===== config.mk =====
export PLATFORM = sky130hd
export DESIGN_NAME = uart_fifo_v2_flat
export DESIGN_NICKNAME = d
export VERILOG_FILES = /design/src/rtl/uart_fifo_v2_if.sv /design/src/rtl/uart_fifo_v2.sv /design/src/flat_wrapper.sv
export SDC_FILE = /design/constraint.sdc
export NUM_CORES = 1
export LEC_CHECK = 0
export BUFFER_PORTS_ARGS = -buffer_cell sky130_fd_sc_hd__buf_2
export CORE_UTILIZATION = 55
export CTS_CLUSTER_DIAMETER = 100
export DETAILED_ROUTE_END_ITERATION = 7
export PLACE_DENSITY = 0.85
export SETUP_SLACK_MARGIN = 0.02
export SLEW_MARGIN = 20
export SYNTH_ARGS = -nofsm -noshare
export SYNTH_HDL_FRONTEND = slang
export SYNTH_SLANG_ARGS = --single-unit

===== constraint.sdc =====
create_clock -name clk -period 3.95 [get_ports clk]
set_input_delay 0.79 -clock clk [delete_from_list [all_inputs] [get_ports clk]]
set_output_delay 0.79 -clock clk [all_outputs]
set_load 0.02 [all_outputs]

===== src/rtl/uart_fifo_v2_if.sv =====
// Handshake bundle between the UART FIFO and its producer/consumer.
// high_water exists only when FIFO_HIGH_WATER_EN is defined.
interface uart_fifo_v2_if #(
    parameter int DATA_WIDTH = 8,
    parameter int FIFO_DEPTH = 16
);
    localparam int AW = $clog2(FIFO_DEPTH);

    logic                  flush;
    logic                  wr_en;
    logic [DATA_WIDTH-1:0] wr_data;
    logic                  rd_en;
    logic [DATA_WIDTH-1:0] rd_data;
    logic [AW:0]           af_thresh;
    logic [AW:0]           ae_thresh;
    logic                  full;
    logic                  empty;
    logic                  almost_full;
    logic                  almost_empty;
    logic [AW:0]           data_count;
    logic [AW:0]           free_count;
    logic                  wr_ack;
    logic                  overflow;
    logic                  underflow;
    logic                  err_clr;
`ifdef FIFO_HIGH_WATER_EN
    logic [AW:0]           high_water;
`endif

    modport master (
        output flush, wr_en, wr_data, rd_en,
        output af_thresh, ae_thresh, err_clr,
`ifdef FIFO_HIGH_WATER_EN
        input  high_water,
`endif
        input  rd_data, full, empty,
        input  almost_full, almost_empty,
        input  data_count, free_count,
        input  wr_ack, overflow, underflow
    );

    modport slave (
        input  flush, wr_en, wr_data, rd_en,
        input  af_thresh, ae_thresh, err_clr,
`ifdef FIFO_HIGH_WATER_EN
        output high_water,
`endif
        output rd_data, full, empty,
        output almost_full, almost_empty,
        output data_count, free_count,
        output wr_ack, overflow, underflow
    );
endinterface


===== src/rtl/uart_fifo_v2.sv =====
// Show-ahead synchronous FIFO for the UART RX/TX path.
// Optional high-water monitor: define FIFO_HIGH_WATER_EN.
module uart_fifo_v2 #(
    parameter int DATA_WIDTH = 8,
    parameter int FIFO_DEPTH = 16
) (
    input logic           clk,
    input logic           rst_n,
    uart_fifo_v2_if.slave bus
);
    localparam int          AW    = $clog2(FIFO_DEPTH);
    localparam logic [AW:0] DEPTH = (AW+1)'(FIFO_DEPTH);
    localparam logic [AW:0] ONE   = (AW+1)'(1);

    logic [DATA_WIDTH-1:0] mem_q [FIFO_DEPTH];

    logic [AW:0] wr_ptr_q, wr_ptr_d;
    logic [AW:0] rd_ptr_q, rd_ptr_d;
    logic [AW:0] count;
    logic        empty, full;
    logic        rd_acc, wr_acc;
    logic        wr_ack_q;
    logic        ovf_q, ovf_d;
    logic        udf_q, udf_d;

    // Wrap bit in the MSB distinguishes full from empty.
    assign empty = (wr_ptr_q == rd_ptr_q);
    assign full  = (wr_ptr_q[AW-1:0] == rd_ptr_q[AW-1:0])
                 & (wr_ptr_q[AW] != rd_ptr_q[AW]);
    assign count = wr_ptr_q - rd_ptr_q;

    assign rd_acc = bus.rd_en & ~empty & ~bus.flush;
    assign wr_acc = bus.wr_en & ~bus.flush & (~full | rd_acc);

    always_comb begin
        wr_ptr_d = wr_ptr_q;
        rd_ptr_d = rd_ptr_q;
        if (bus.flush) begin
            wr_ptr_d = '0;
            rd_ptr_d = '0;
        end else begin
            if (wr_acc) wr_ptr_d = wr_ptr_q + ONE;
            if (rd_acc) rd_ptr_d = rd_ptr_q + ONE;
        end
        // A fresh error outranks a simultaneous clear.
        ovf_d = (ovf_q & ~bus.err_clr)
              | (bus.wr_en & ~bus.flush & ~wr_acc);
        udf_d = (udf_q & ~bus.err_clr)
              | (bus.rd_en & ~bus.flush & ~rd_acc);
    end

    always_ff @(posedge clk or negedge rst_n) begin
        if (!rst_n) begin
            wr_ptr_q <= '0;
            rd_ptr_q <= '0;
            wr_ack_q <= 1'b0;
            ovf_q    <= 1'b0;
            udf_q    <= 1'b0;
        end else begin
            wr_ptr_q <= wr_ptr_d;
            rd_ptr_q <= rd_ptr_d;
            wr_ack_q <= wr_acc;
            ovf_q    <= ovf_d;
            udf_q    <= udf_d;
        end
    end

    always_ff @(posedge clk) begin
        if (wr_acc) mem_q[wr_ptr_q[AW-1:0]] <= bus.wr_data;
    end

    assign bus.rd_data      = empty ? '0 : mem_q[rd_ptr_q[AW-1:0]];
    assign bus.full         = full;
    assign bus.empty        = empty;
    assign bus.data_count   = count;
    assign bus.free_count   = DEPTH - count;
    assign bus.almost_full  = (count >= bus.af_thresh);
    assign bus.almost_empty = (count <= bus.ae_thresh);
    assign bus.wr_ack       = wr_ack_q;
    assign bus.overflow     = ovf_q;
    assign bus.underflow    = udf_q;

`ifdef FIFO_HIGH_WATER_EN
    logic [AW:0] hw_q, hw_d;

    // Tracks the registered count, so it trails a rise by one edge.
    always_comb begin
        hw_d = hw_q;
        if (bus.err_clr)      hw_d = count;
        else if (count > hw_q) hw_d = count;
    end

    always_ff @(posedge clk or negedge rst_n) begin
        if (!rst_n) hw_q <= '0;
        else        hw_q <= hw_d;
    end

    assign bus.high_water = hw_q;
`endif
endmodule

===== src/flat_wrapper.sv =====
// flat-port wrapper written by rule: the top's interface ports become plain ports
module uart_fifo_v2_flat 
#(
    parameter int DATA_WIDTH = 8,
    parameter int FIFO_DEPTH = 16
)
  (clk, rst_n, bus_flush, bus_wr_en, bus_wr_data, bus_rd_en, bus_af_thresh, bus_ae_thresh, bus_err_clr, bus_rd_data, bus_full, bus_empty, bus_almost_full, bus_almost_empty, bus_data_count, bus_free_count, bus_wr_ack, bus_overflow, bus_underflow);
  uart_fifo_v2_if #(.DATA_WIDTH(DATA_WIDTH), .FIFO_DEPTH(FIFO_DEPTH)) bus_i ();
  input logic clk;
  input logic rst_n;
  input wire logic [$bits(bus_i.flush)-1:0] bus_flush;
  input wire logic [$bits(bus_i.wr_en)-1:0] bus_wr_en;
  input wire logic [$bits(bus_i.wr_data)-1:0] bus_wr_data;
  input wire logic [$bits(bus_i.rd_en)-1:0] bus_rd_en;
  input wire logic [$bits(bus_i.af_thresh)-1:0] bus_af_thresh;
  input wire logic [$bits(bus_i.ae_thresh)-1:0] bus_ae_thresh;
  input wire logic [$bits(bus_i.err_clr)-1:0] bus_err_clr;
  output wire logic [$bits(bus_i.rd_data)-1:0] bus_rd_data;
  output wire logic [$bits(bus_i.full)-1:0] bus_full;
  output wire logic [$bits(bus_i.empty)-1:0] bus_empty;
  output wire logic [$bits(bus_i.almost_full)-1:0] bus_almost_full;
  output wire logic [$bits(bus_i.almost_empty)-1:0] bus_almost_empty;
  output wire logic [$bits(bus_i.data_count)-1:0] bus_data_count;
  output wire logic [$bits(bus_i.free_count)-1:0] bus_free_count;
  output wire logic [$bits(bus_i.wr_ack)-1:0] bus_wr_ack;
  output wire logic [$bits(bus_i.overflow)-1:0] bus_overflow;
  output wire logic [$bits(bus_i.underflow)-1:0] bus_underflow;
  assign bus_i.flush = bus_flush;
  assign bus_i.wr_en = bus_wr_en;
  assign bus_i.wr_data = bus_wr_data;
  assign bus_i.rd_en = bus_rd_en;
  assign bus_i.af_thresh = bus_af_thresh;
  assign bus_i.ae_thresh = bus_ae_thresh;
  assign bus_i.err_clr = bus_err_clr;
  assign bus_rd_data = bus_i.rd_data;
  assign bus_full = bus_i.full;
  assign bus_empty = bus_i.empty;
  assign bus_almost_full = bus_i.almost_full;
  assign bus_almost_empty = bus_i.almost_empty;
  assign bus_data_count = bus_i.data_count;
  assign bus_free_count = bus_i.free_count;
  assign bus_wr_ack = bus_i.wr_ack;
  assign bus_overflow = bus_i.overflow;
  assign bus_underflow = bus_i.underflow;
  uart_fifo_v2 #(.DATA_WIDTH(DATA_WIDTH), .FIFO_DEPTH(FIFO_DEPTH)) u_core (.clk(clk), .rst_n(rst_n), .bus(bus_i));
endmodule

==> results.tsv, run 1 <==
metric	value	unit
ios	49	
cts_tree	done	
final_util	65.5	%
clock_tree.htree_level_count	4	
cp_data_required_time	3.16	ns
core_area	10900	um^2
vdd_drop_max	420	uV
rsz0062_at_grt	false	
setup_ws	0.186	ns
max_freq	266	MHz
grt_pass1_vias	3463	
max_slew_margin	34.7	%
hp-class	in2async	
antenna_found_initial	0	
seq_area_frac_synth	67.0	%
hold_viol	0	
cts_root_buffer	clkbuf_16	
grt_max_degree	36	
drt_pass1_iterations	5	
numCtsBuffers	17	
fp.dieH	108	um
post_cts_buffers	0	
clock_skew	0.0104	ns
grt.total_usage	24.4	%
cts_resized	0	
drtIter0Drc	495	
crit_slowest_cell	fa_1	
synth.cell_area	6220	um^2
yosysTopAreaCell	edfxtp_1	
seq_power_share	41.2	%
finalSetupTns	0	ns
detail_route.wl_per_cell	22.7	um
vias	3527	
yosys.area.top_type_share	61.8	%
r2r_start	u_core.rd_ptr_q[1]	
rows	38	
synth-xor-area-share	2.07	%
synth_compound_area_share	3.82	%
min_period_over_period	95.3	%
synth_edf_count	128	
drv_slew	0	
synth.area.mux_share	13.5	%
p_per_area	562	nW/um^2
worstSetupStartpointType	flop	
synth_top_family_by_area	multiplexers	
layout.nets	463	
drc_errors	0	
clockBufferDepth	2	
antennaDiodeCount	0	
rrSetupSlack	0.75	ns
mostFrequentLayoutCells	128 x edfxtp_1, 48 x buf_2, 32 x mux4_2, 20 x ha_1, 18 x nand2_1	
synth.distinct_cells	47	
worstRegToRegCells	6	
clk_latency	0.42	ns
yosys.area_share.simple	6.62	%
worstPathArrival	2.97	ns
dpl.hpwl	8120	um
clockPowerShare	36.2	%
start_util	56.9	%
max_stage_delay	0.55	ns
pwr-share-comb	22.6	%
switchingPower	1150	uW
r2r-end	u_core.mem_q[8][2]	
synth_seq_cells	141	
synth-main-ff-cell	edfxtp_1	
tightest_slew	0.976	ns
wirelength	13000	um
fillCellCount	730	
synthAdderAreaFrac	4.35	%
cts_hold_buf	0	
status	completed	
routed_via_density	6.18	
path_class	reg2out	
dp_worst_setup_slack	0.594	ns
drive_above_1_share	29.7	%
synthesis.nets	404	
cp_cell_sequence	clkinv_1, fa_1, a21o_1, a21oi_1, xnor2_2, ha_1, nand2_1, o22ai_1, a21o_1, buf_2	
cts.sinks	141	
dieWidth	108	um
ant_nets	0	
multiInputGateArea	1900	um^2
switching_share	28.4	%
intPower	2880	uW
crit_buf_inv	2	
avgSynthCellArea	17.3	um^2
synth_async_sr_flop_share	9.22	%
drv_cap	0	
seq_area	4170	um^2
final_common_cell	edfxtp_1	
cp_common_cell	a21o_1	
numPortBuffers	48	
min_period	3.76	ns
finalSetupViolCount	0	
crit_path_end_kind	output port	
area_growth	15.2	%
yosys_warnings	0	
grt.overflow.total	0	
grt_pass1_wl	19800	um
die-area	11700	um^2
path_max_fanout	10	
crit_family	adder cells	
synth.area.top_cells	edfxtp_1 62%, mux4_2 12%, dfrtp_1 5.2%, ha_1 4.0%, mux2i_1 1.9%	
p_leak	0.00265	uW
finalWeightedCongestion	0.855	
clk_pin_slew	0.06	ns
syn_inst	359	
worst register-to-register path, delay by kind of cell, from the launching register on:
| family | cells | cell delay (ns) |
|---|---|---|
| compound gates | 1 | 0.75 |
| fa+ha+maj | 1 | 0.44 |
| buf+inv | 1 | 0.29 |
| flops | 1 | 0.36 |
| simple gates | 3 | 1.01 |
cell usage after synthesis, types with 6 or more instances:
cell type / n
and3_1: 13
dfrtp_1: 13
a211oi_1: 7
nor2_1: 12
ha_1: 20
mux2i_1: 12
edfxtp_1: 128
nand2_1: 18
mux4_2: 32
inv_1: 14
o21ai_0: 6
xnor2_1: 7
a21oi_1: 7
layer usage:
metal | wire, um | track usage [%] | up-vias
met5 | 0 | 0 | -
met4 | 345 | 11.3 | 0
met3 | 988 | 5.55 | 36
met2 | 6390 | 38.0 | 196
met1 | 5240 | 33.0 | 1766
li1 | - | - | 1529
worst max-delay path by stage:
stage	end	depth (start not counted)	slack (ns)	start
after floorplan	bus_almost_full	9	0.49	u_core.rd_ptr_q[1]
after global placement	bus_almost_empty	12	0.68	u_core.wr_ptr_q[0]
after detailed placement	bus_almost_empty	12	0.59	u_core.wr_ptr_q[0]
after CTS	bus_almost_empty	10	0.15	u_core.rd_ptr_q[1]
after global routing	bus_almost_empty	10	0.03	u_core.rd_ptr_q[1]
final	bus_almost_empty	10	0.19	u_core.rd_ptr_q[1]
cell families after synthesis:
kind of cell	count (synthesis)
AO/OA/AOI/OAI	34
multiplexers	44
AND/OR/NAND/NOR	73
adder cells (fa/ha/maj)	21
XOR/XNOR	13
flip-flops	141
buffers and inverters	33
through the flow:
stage                     instance area (um^2)  total power [uW]  cells  hold slack [ns]
after global routing                      7160              4170    571            0.267
after global placement                    6600              2550    539            0.462
after floorplan                           6220              2340    359            0.494
after CTS                                 7150              4030    571            0.247
after detailed placement                  6600              2580    539            0.520
final                                     7160              4030    571            0.259
power by group through the flow:
stage | sequential, uW | combinational [uW] | clock [uW]
after detailed placement | 1690 | 893 | 0
after CTS | 1660 | 904 | 1470
after floorplan | 1690 | 654 | 0
final | 1660 | 910 | 1460
after global placement | 1690 | 868 | 0
after global routing | 1660 | 979 | 1530
area by class of cell:
type	instances	area share, %
Sequential cell	141	58.2
Multi-Input combinational cell	185	26.6
Clock buffer	18	5.99
Timing Repair Buffer	56	4.19
Tap cell	140	2.45
Clock inverter	14	1.66
Inverter	17	0.891
registers in the layout (all words and copies together), names as in the netlist:
name	flops
u_core.bus.overflow	1
u_core.bus.underflow	1
u_core.bus.wr_ack	1
u_core.mem_q	128
u_core.rd_ptr_q	5
u_core.wr_ptr_q	5
No activity file was read; power rests on OpenSTA's default activity.
==> run 2: changes to the inputs <==
Settings changed: MAX_ROUTING_LAYER from default to met4.
==> results.tsv, run 2 (synthesized netlist as in run 1, its figures left out) <==
metric	value	unit
drt_pass1_iterations	5	
drv_cap	0	
start_util	56.9	%
clk_pin_slew	0.06	ns
rrSetupSlack	0.74	ns
clock_tree.htree_level_count	4	
grt.overflow.total	0	
final_util	65.5	%
max_freq	264	MHz
numPortBuffers	48	
clockBufferDepth	2	
cts_tree	done	
worstPathArrival	3.00	ns
path_max_fanout	4	
vdd_drop_max	421	uV
dp_worst_setup_slack	0.594	ns
rsz0062_at_grt	false	
antenna_found_initial	0	
antennaDiodeCount	0	
drc_errors	0	
grt.total_usage	25.0	%
finalSetupViolCount	0	
max_slew_margin	36.3	%
min_period_over_period	95.9	%
crit_slowest_cell	dfrtp_1	
cts_resized	0	
drtIter0Drc	441	
whs	0.261	ns
cts_hold_buf	0	
hp-class	in2async	
largest_reg_flops	128	
die-area	11700	um^2
cp_data_required_time	3.16	ns
ant_nets	0	
finalWeightedCongestion	0.869	
fp.dieH	108	um
min_period	3.79	ns
grt_pass1_vias	3455	
crit_buf_inv	3	
max_stage_delay	0.41	ns
crit_path_end_kind	output port	
tightest_slew	0.951	ns
path_class	reg2out	
detail_route.wl_per_cell	22.8	um
core_area	10900	um^2
numCtsBuffers	17	
crit_family	adder cells	
drv_slew	0	
vias	3501	
layout.nets	463	
clock_skew	0.0135	ns
finalSetupTns	0	ns
drive_above_1_share	29.5	%
final_common_cell	edfxtp_1	
cts.sinks	141	
area_growth	15.2	%
mostFrequentLayoutCells	128 x edfxtp_1, 48 x buf_2, 32 x mux4_2, 20 x ha_1, 18 x nand2_1	
rows	38	
dpl.hpwl	8120	um
wirelength	13000	um
clk_latency	0.42	ns
setup_ws	0.163	ns
hold_viol	0	
cts_root_buffer	clkbuf_16	
grt_max_degree	36	
grt_pass1_wl	19800	um
status	completed	
worstSetupStartpointType	flop	
p_per_area	562	nW/um^2
ios	49	
post_cts_buffers	0	
dieWidth	108	um
cp_cell_sequence	inv_1, ha_1, inv_1, fa_1, a21o_1, a21oi_1, xnor2_2, ha_1, nand2_1, o22ai_1, a21o_1, buf_2	
routed_via_density	6.13	
p_leak	0.00265	uW
-- run 2: cell count changes in the layout (fill, tap and decap cells not counted) --
cell | before | now
inv_1 | 13 | 14
inv_2 | 2 | 1
-- run 2: routing by layer --
| metal | global-route usage (%) | part of all wire, % | vias up |
|---|---|---|---|
| met1 | 32.9 | 41 | 1754 |
| met4 | 10.7 | 2.5 | 0 |
| met2 | 38.1 | 50 | 183 |
| met5 | - | 0 | - |
| met3 | 5.36 | 6.5 | 33 |
| li1 | - | - | 1531 |
-- run 2: where the power goes --
part	internal (uW)	total, uW	leakage, uW	switching (uW)
Clock	863	1460	0.000260	599
Combinational	371	907	0.00106	536
Sequential	1650	1660	0.00133	10.2
Total	2880	4030	0.00265	1140
-- run 2: cell type report --
| type | count | area [um^2] |
|---|---|---|
| Clock inverter | 14 | 119 |
| Fill cell | 730 | 3770 |
| Multi-Input combinational cell | 185 | 1900 |
| Clock buffer | 18 | 429 |
| Tap cell | 140 | 175 |
| Inverter | 17 | 63.8 |
| Timing Repair Buffer | 56 | 300 |
| Sequential cell | 141 | 4170 |
-- run 2: worst register-to-register path: stages, from the launching register on --
cell	delay, ns
dfrtp_1	0.36
clkinv_1	0.29
ha_1	0.44
and4_1	0.22
a31oi_1	0.73
and3b_1	0.34
and2_1	0.47
-- run 2: final timing paths --
kind                                            from              endpoint  depth (start not counted)
worst max-delay path              u_core.wr_ptr_q[0]      bus_almost_empty                         12
worst min-delay path                           rst_n    u_core.rd_ptr_q[2]                          1
worst max register to register    u_core.rd_ptr_q[1]    u_core.mem_q[8][0]                          6
worst min register to register  u_core.bus.underflow  u_core.bus.underflow                          2
max in group asynchronous                      rst_n    u_core.rd_ptr_q[0]                          1
min in group clk                u_core.bus.underflow  u_core.bus.underflow                          2
-- run 2: per-stage QoR --
step	total power (uW)	cells	area (um^2)
finish	4030	571	7160
global route	4170	571	7160
CTS	4030	571	7150
detailed placement	2580	539	6600
global placement	2550	539	6600
floorplan	2340	359	6220
